**config.mk**
```make
export PLATFORM = sky130hd
export DESIGN_NAME = min_frame_loader
export DESIGN_NICKNAME = d
export VERILOG_FILES = /design/src/rtl/min_frame_loader.sv
export SDC_FILE = /design/constraint.sdc
export NUM_CORES = 1
export LEC_CHECK = 0
export ABC_AREA = 1
export CORE_ASPECT_RATIO = 1.5
export CORE_MARGIN = 2
export CORE_UTILIZATION = 35
export DETAILED_ROUTE_END_ITERATION = 7
export PLACE_DENSITY = 0.74
export SLEW_MARGIN = 40
export SYNTH_ARGS = -nofsm -noshare
export SYNTH_HDL_FRONTEND = slang
export SYNTH_SLANG_ARGS = --single-unit
```
**constraint.sdc**
```tcl
create_clock -name clk -period 2.4 [get_ports clk]
set_input_delay 0.48 -clock clk [delete_from_list [all_inputs] [get_ports clk]]
set_output_delay 0.48 -clock clk [all_outputs]
set_load 0.01 [all_outputs]
```
**src/rtl/min_frame_loader.sv**
```systemverilog
// Packs a serial stream of 3-bit samples into four operand registers (x..w)
// for the minimum finder. Optional equal-operand flag: MIN_FRAME_LOADER_TIE_EN.
module min_frame_loader (
   input  logic       clk,
   input  logic       rst_n,
   input  logic [2:0] in_data,
   input  logic       in_valid,
   output logic       in_ready,
   input  logic       flush,
   output logic [2:0] x,
   output logic [2:0] y,
   output logic [2:0] z,
   output logic [2:0] w,
   output logic       out_valid,
   input  logic       out_ack,
   output logic [1:0] count,
   output logic [7:0] frames,
   output logic       tie
);

   typedef enum logic [0:0] {
      FILL = 1'b0,
      FULL = 1'b1
   } state_t;

   state_t     state_r;
   state_t     state_s;
   logic [2:0] x_r;
   logic [2:0] y_r;
   logic [2:0] z_r;
   logic [2:0] w_r;
   logic [1:0] count_r;
   logic [7:0] frames_r;
   logic       accept_s;
   logic       last_s;
   logic       ack_s;

   // A dropped sample under flush never touches the operands or the count.
   assign accept_s = in_valid && (state_r == FILL) && !flush;
   assign last_s   = accept_s && (count_r == 2'd3);
   assign ack_s    = (state_r == FULL) && out_ack && !flush;

   // State register
   always_ff @(posedge clk or negedge rst_n) begin
      if (!rst_n) begin
         state_r <= FILL;
      end else begin
         state_r <= state_s;
      end
   end

   // Next-state decode
   always_comb begin
      state_s = state_r;
      case (state_r)
         FILL: begin
            if (flush) begin
               state_s = FILL;
            end else if (last_s) begin
               state_s = FULL;
            end else begin
               state_s = FILL;
            end
         end
         FULL: begin
            if (flush || out_ack) begin
               state_s = FILL;
            end else begin
               state_s = FULL;
            end
         end
         default: begin
            state_s = FILL;
         end
      endcase
   end

   // Operand capture and partial-frame count; the count wraps 3 -> 0 on the last sample
   always_ff @(posedge clk or negedge rst_n) begin
      if (!rst_n) begin
         x_r     <= 3'd0;
         y_r     <= 3'd0;
         z_r     <= 3'd0;
         w_r     <= 3'd0;
         count_r <= 2'd0;
      end else if (flush) begin
         count_r <= 2'd0;
      end else if (accept_s) begin
         case (count_r)
            2'd0:    x_r <= in_data;
            2'd1:    y_r <= in_data;
            2'd2:    z_r <= in_data;
            2'd3:    w_r <= in_data;
            default: x_r <= in_data;
         endcase
         count_r <= count_r + 2'd1;
      end else begin
         count_r <= count_r;
      end
   end

   // Delivered-frame counter, wrapping modulo 256
   always_ff @(posedge clk or negedge rst_n) begin
      if (!rst_n) begin
         frames_r <= 8'd0;
      end else if (ack_s) begin
         frames_r <= frames_r + 8'd1;
      end else begin
         frames_r <= frames_r;
      end
   end

`ifdef MIN_FRAME_LOADER_TIE_EN
   // True when any of the six operand pairs match.
   function automatic logic any_equal(input logic [2:0] a, input logic [2:0] b,
                                      input logic [2:0] c, input logic [2:0] d);
      return (a == b) || (a == c) || (a == d) ||
             (b == c) || (b == d) || (c == d);
   endfunction

   logic tie_r;

   // Tie flag captured together with the completing sample
   always_ff @(posedge clk or negedge rst_n) begin
      if (!rst_n) begin
         tie_r <= 1'b0;
      end else if (flush) begin
         tie_r <= 1'b0;
      end else if (last_s) begin
         tie_r <= any_equal(x_r, y_r, z_r, in_data);
      end else begin
         tie_r <= tie_r;
      end
   end

   assign tie = tie_r;
`else
   assign tie = 1'b0;
`endif

   assign in_ready  = (state_r == FILL);
   assign out_valid = (state_r == FULL);
   assign x         = x_r;
   assign y         = y_r;
   assign z         = z_r;
   assign w         = w_r;
   assign count     = count_r;
   assign frames    = frames_r;

endmodule

```
### Word-level counts from Yosys, hierarchy flattened

Cells that the tools add are included.

* flip-flop bits (word level): 23
* bits of input ports: 8
* output and inout port bits: 25
* word-level logic and storage cells: 33

* add/sub/neg operators: 2
* equal/unequal tests: 3
* multiplexer cells: 6
* bitwise logic cells: 2
* reduce and logical (&&, ||, !) cells: 13

Operators with widths (number)
* 3-bit AND reduction: 4
* 8-bit by 1-bit adder with 8-bit output, second input constant: 1
* 1-bit logical AND: 5
* 2-bit == test, second input constant: 2
* 2-bit two-way mux: 2
* 1-bit two-way mux: 3
* 2-bit by 1-bit adder with 2-bit output, second input constant: 1
* 2-bit by 1-bit == test with 1-bit output, second input constant: 1
* 2-bit zero test: 1
* 1-bit inverter: 2
* 1-bit case mux with 2 select lines: 1
* 2-bit nonzero test: 1
* 1-bit zero test: 1
* 1-bit logical OR: 1

### Depth between registers and ports, before layout

* depth in word-level cells: 7
* mapped depth: 7
* gate-level depth less buffers: 7

### Worst setup path after synthesis

OpenSTA, ideal clock, no wires.

* path kind: register to register
* from: reg frames_r[1], in the netlist frames[1]
* to: reg frames_r[6], in the netlist frames[6]
* setup time: 113 ps
* arrival time: 1016 ps
* required time: 2287 ps
* setup slack: 1271 ps
* stages on the path, launching flop included: 7
* path buffers: 0
* clock period less this slack: 1129 ps
* path through: dfrtp_1 ha_1 nand3_1 nor2_1 nand3_1 nand2_1 inv_1

* word-level cells in the longest chain between the ends: 1

RTL lines
* start, declared: line 33 `logic [7:0] frames_r;`
* start signal, assigned: line 107 `frames_r <= frames_r + 8'd1;`
* start signal, assigned: line 109 `frames_r <= frames_r;`
* 8-bit by 1-bit adder with 8-bit output: line 107

Every way passes these cells.
A chain may end at the register's enable or synchronous reset.

### Worst setup path after layout

* from: reg state_r, in the netlist out_valid
* to: out in_ready

* word-level cells in the longest chain between the ends: 1

RTL lines
* start, declared: line 26 `state_t state_r;`
* start signal, assigned: line 48 `state_r <= state_s;`
* 1-bit inverter
* end, declared: line 8 `output logic in_ready,`

Every way passes these cells.

==> metrics.md <==
| Metric | Value |
|---|---|
| Min Hold Slack | `0.494 ns` |
| Ys Warns | `0` |
| Width of the die | `48.7 microns` |
| Worst hold path class | `flip-flop to flip-flop` |
| Post-route clock period utilization | `76.7%` |
| Tot Pwr | `0.000973 W` |
| Place WS | `0.535 ns` |
| FP Rows | `24` |
| Max Fclk | `543 MHz` |
| Setup WS post-layout | `0.560 ns` |
| Initial antenna violation count | `0` |
| Max incr delay on CP | `0.54 ns` |
| Crit-path slowest cell | `clkdlybuf4s50_1` |
| Max-Cap Viols | `0` |
| Worst Skew | `0.00345 ns` |
| Crit Path Category | `flip-flop to primary output` |
| Peak supply drop | `0.000326 V` |
| GRT Total Usage | `14.5%` |
| DR pass1 iterations | `4` |
| Unrepaired setup endpoints after global routing | `false` |
| Worst r2r src | `out_valid$_DFF_PN0_` |
| DR DRC count | `0` |
| Die Ht | `71.0 microns` |
| Mean Syn Cell Area | `8.88 sq um` |
| GP Congestion | `0.760` |
| # IOs | `33` |
| Hold Crit Start | `x[0]$_DFFE_PN0P_` |
| Syn nets | `131` |
| Psw | `0.000275 W` |
| Fin cells | `192` |
| Post-synth cell types | `16` |
| Core outline area | `2880 sq um` |
| Via/cell ratio | `4.69` |
| CP Launch Point | `out_valid$_DFF_PN0_` |
| Pleak | `0.695 nW` |
| Final antenna diode count | `0` |
| Largest net degree at the start of global routing | `24` |
| Sequential share of power | `49.8%` |
| Outcome | `complete, no violations` |
| CP max FO | `5` |
| Remaining Overflow, GRT | `0` |
| Detailed Place HPWL | `1.86 mm` |
| Synthesized area | `1050 sq um` |
| Via count | `900` |
| Layout cells sized above 1 | `4.58%` |
| Fin crit period | `1.84 ns` |
| DRT iter0 DRCs | `7` |
| Setup violations, final | `0` |
| Critical Path RT | `1.92 ns` |
| CTS tree | `built` |
| Crit path cell chain | `inv_1 > clkdlybuf4s50_1` |
| Switching share of power | `28.2%` |
| TritonCTS buffer count | `3` |
| Initial Util | `36.3%` |
| Global-route wire length before repair | `3.95 mm` |
| Cts repair resizes | `0` |
| Vias in the first global route | `926` |
| CP Buf/Inv Count | `2` |
| Int Pwr | `0.000699 W` |
| Slew Viols, Final | `0` |
| Port Buffers | `31` |
| Setup TNS | `0 ns` |
| DRT antenna net count | `0` |
| Clock root buffer | `clkbuf_8` |
| CTS Sinks | `23` |
| Clock power share | `25.0%` |
| Worst-path clk slew | `0.09 ns` |
| CTS max path bufs | `2` |
| Cells after DPL | `188` |
| Nets@finish | `167` |
| Post-Route WL | `2.35 mm` |
| Synth Register Bits | `23` |
| Clk Latency, worst-skew pair | `0.26 ns` |
| Final Hold Violating Endpoints | `0` |
| CP top delay family | `buffers and inverters` |
| DIE AREA | `3450 sq um` |
| Area Overhead vs Synth | `38.9%` |
| Comb power frac | `25.2%` |
| Sequential share of the synthesized area | `55.0%` |
| CP arrival | `1.36 ns` |
| Crit start category | `flip-flop` |
| Synth Instances | `118` |
| Post-CTS Setup Inserts | `0` |
| Power per cell area | `669 nW/um^2` |
| CTS Hold Bufs | `0` |
| H-tree Lvls | `1` |
| CP endpoint kind | `primary output` |
| DR WL/cell | `12.2 microns` |
## metal layers
metal	global-route usage, %	vias up	wire [microns]
met5	0	-	0
li1	-	433	-
met2	27.2	32	1290
met3	2.53	4	98
met4	6.03	0	28
met1	15.7	431	930
## worst paths after layout
kind | end | cells after the start | slack [ns]
worst max-delay path | in_ready | 2 | 0.56
worst min-delay path | x[0]$_DFFE_PN0P_ | 2 | 0.49
worst max register to register | w[0]$_DFFE_PN0P_ | 4 | 1.12
worst min register to register | x[0]$_DFFE_PN0P_ | 2 | 0.49
max in group asynchronous | frames[6]$_DFFE_PN0P_ | 2 | 1.59
min in group asynchronous | frames[3]$_DFFE_PN0P_ | 2 | 0.57
## cell type report
type                            instances  area [sq um]
Sequential cell                        23           576
Timing Repair Buffer                   32           318
Multi-Input combinational cell         78           404
Clock inverter                          1          7.51
Fill cell                             282          1430
Inverter                               16          60.1
Tap cell                               39          48.8
Clock buffer                            3          41.3
## metrics by stage
stage	area [sq um]	util, %
6_report	1460	50.5
5_1_grt	1460	50.5
4_1_cts	1460	50.5
3_5_place_dp	1410	48.8
3_3_place_gp	1410	48.8
2_1_floorplan	1050	-
## synthesized netlist by cell type
cell / instances / area share, %
nand2_1: 39 / 14
dfrtp_1: 23 / 55
inv_1: 16 / 5.7
o21ai_0: 12 / 5.7
nand3_1: 7 / 3.3
ha_1: 5 / 6.0
nor2_1: 5 / 1.8
xor2_1: 3 / 2.5
a21oi_1: 1 / 0.48
buf_4: 1 / 0.72
conb_1: 1 / 0.36
nand3b_1: 1 / 0.72
nor2_2: 1 / 0.60
nor3_4: 1 / 1.6
o31ai_1: 1 / 0.72
xnor2_1: 1 / 0.84
## power groups by stage
stage                     Clock (W)  Combinational, W  Sequential, W
after floorplan                   0         0.0000621       0.000514
after global placement            0          0.000238       0.000490
after detailed placement          0          0.000247       0.000490
after CTS                  0.000248          0.000248       0.000485
after global routing       0.000265          0.000268       0.000492
final                      0.000243          0.000245       0.000485
## cell usage in the layout (no fill, tap or decap), drive strengths merged
| cell type | count |
|---|---|
| conb | 1 |
| xor2 | 3 |
| xnor2 | 1 |
| dfrtp | 23 |
| a21oi | 1 |
| buf | 1 |
| clkdlybuf4s50 | 31 |
| clkbuf | 3 |
| nor3 | 1 |
| clkinvlp | 1 |
| ha | 5 |
| nand3b | 1 |
| nor2 | 6 |
| o31ai | 1 |
| nand3 | 7 |
| nand2 | 39 |
| o21ai | 12 |
| inv | 16 |
## tightest hold or removal path, cell delays in order (launching register included)
cell	delay (ns)
dfrtp_1	0.35
nand2_1	0.05
o21ai_0	0.06
## registers in the layout, indices dropped and copies added, names as in the netlist
name	flops
z	3
y	3
w	3
x	3
frames	8
out_valid	1
count	2
## logic make-up (layout without fill, tap and decap cells)
family,count (synthesis),after routing,share of synthesized area [%]
xor gates and xnor gates,4,4,3.35
adders and majority gates,5,5,5.97
other,1,1,0.358
buffers and inverters,17,52,6.45
DFF,23,23,55.0
and+or+nand+nor,54,54,22.0
AOI/OAI and AO/OA,14,14,6.93
Note: power is estimated with default switching activity, not from simulation.
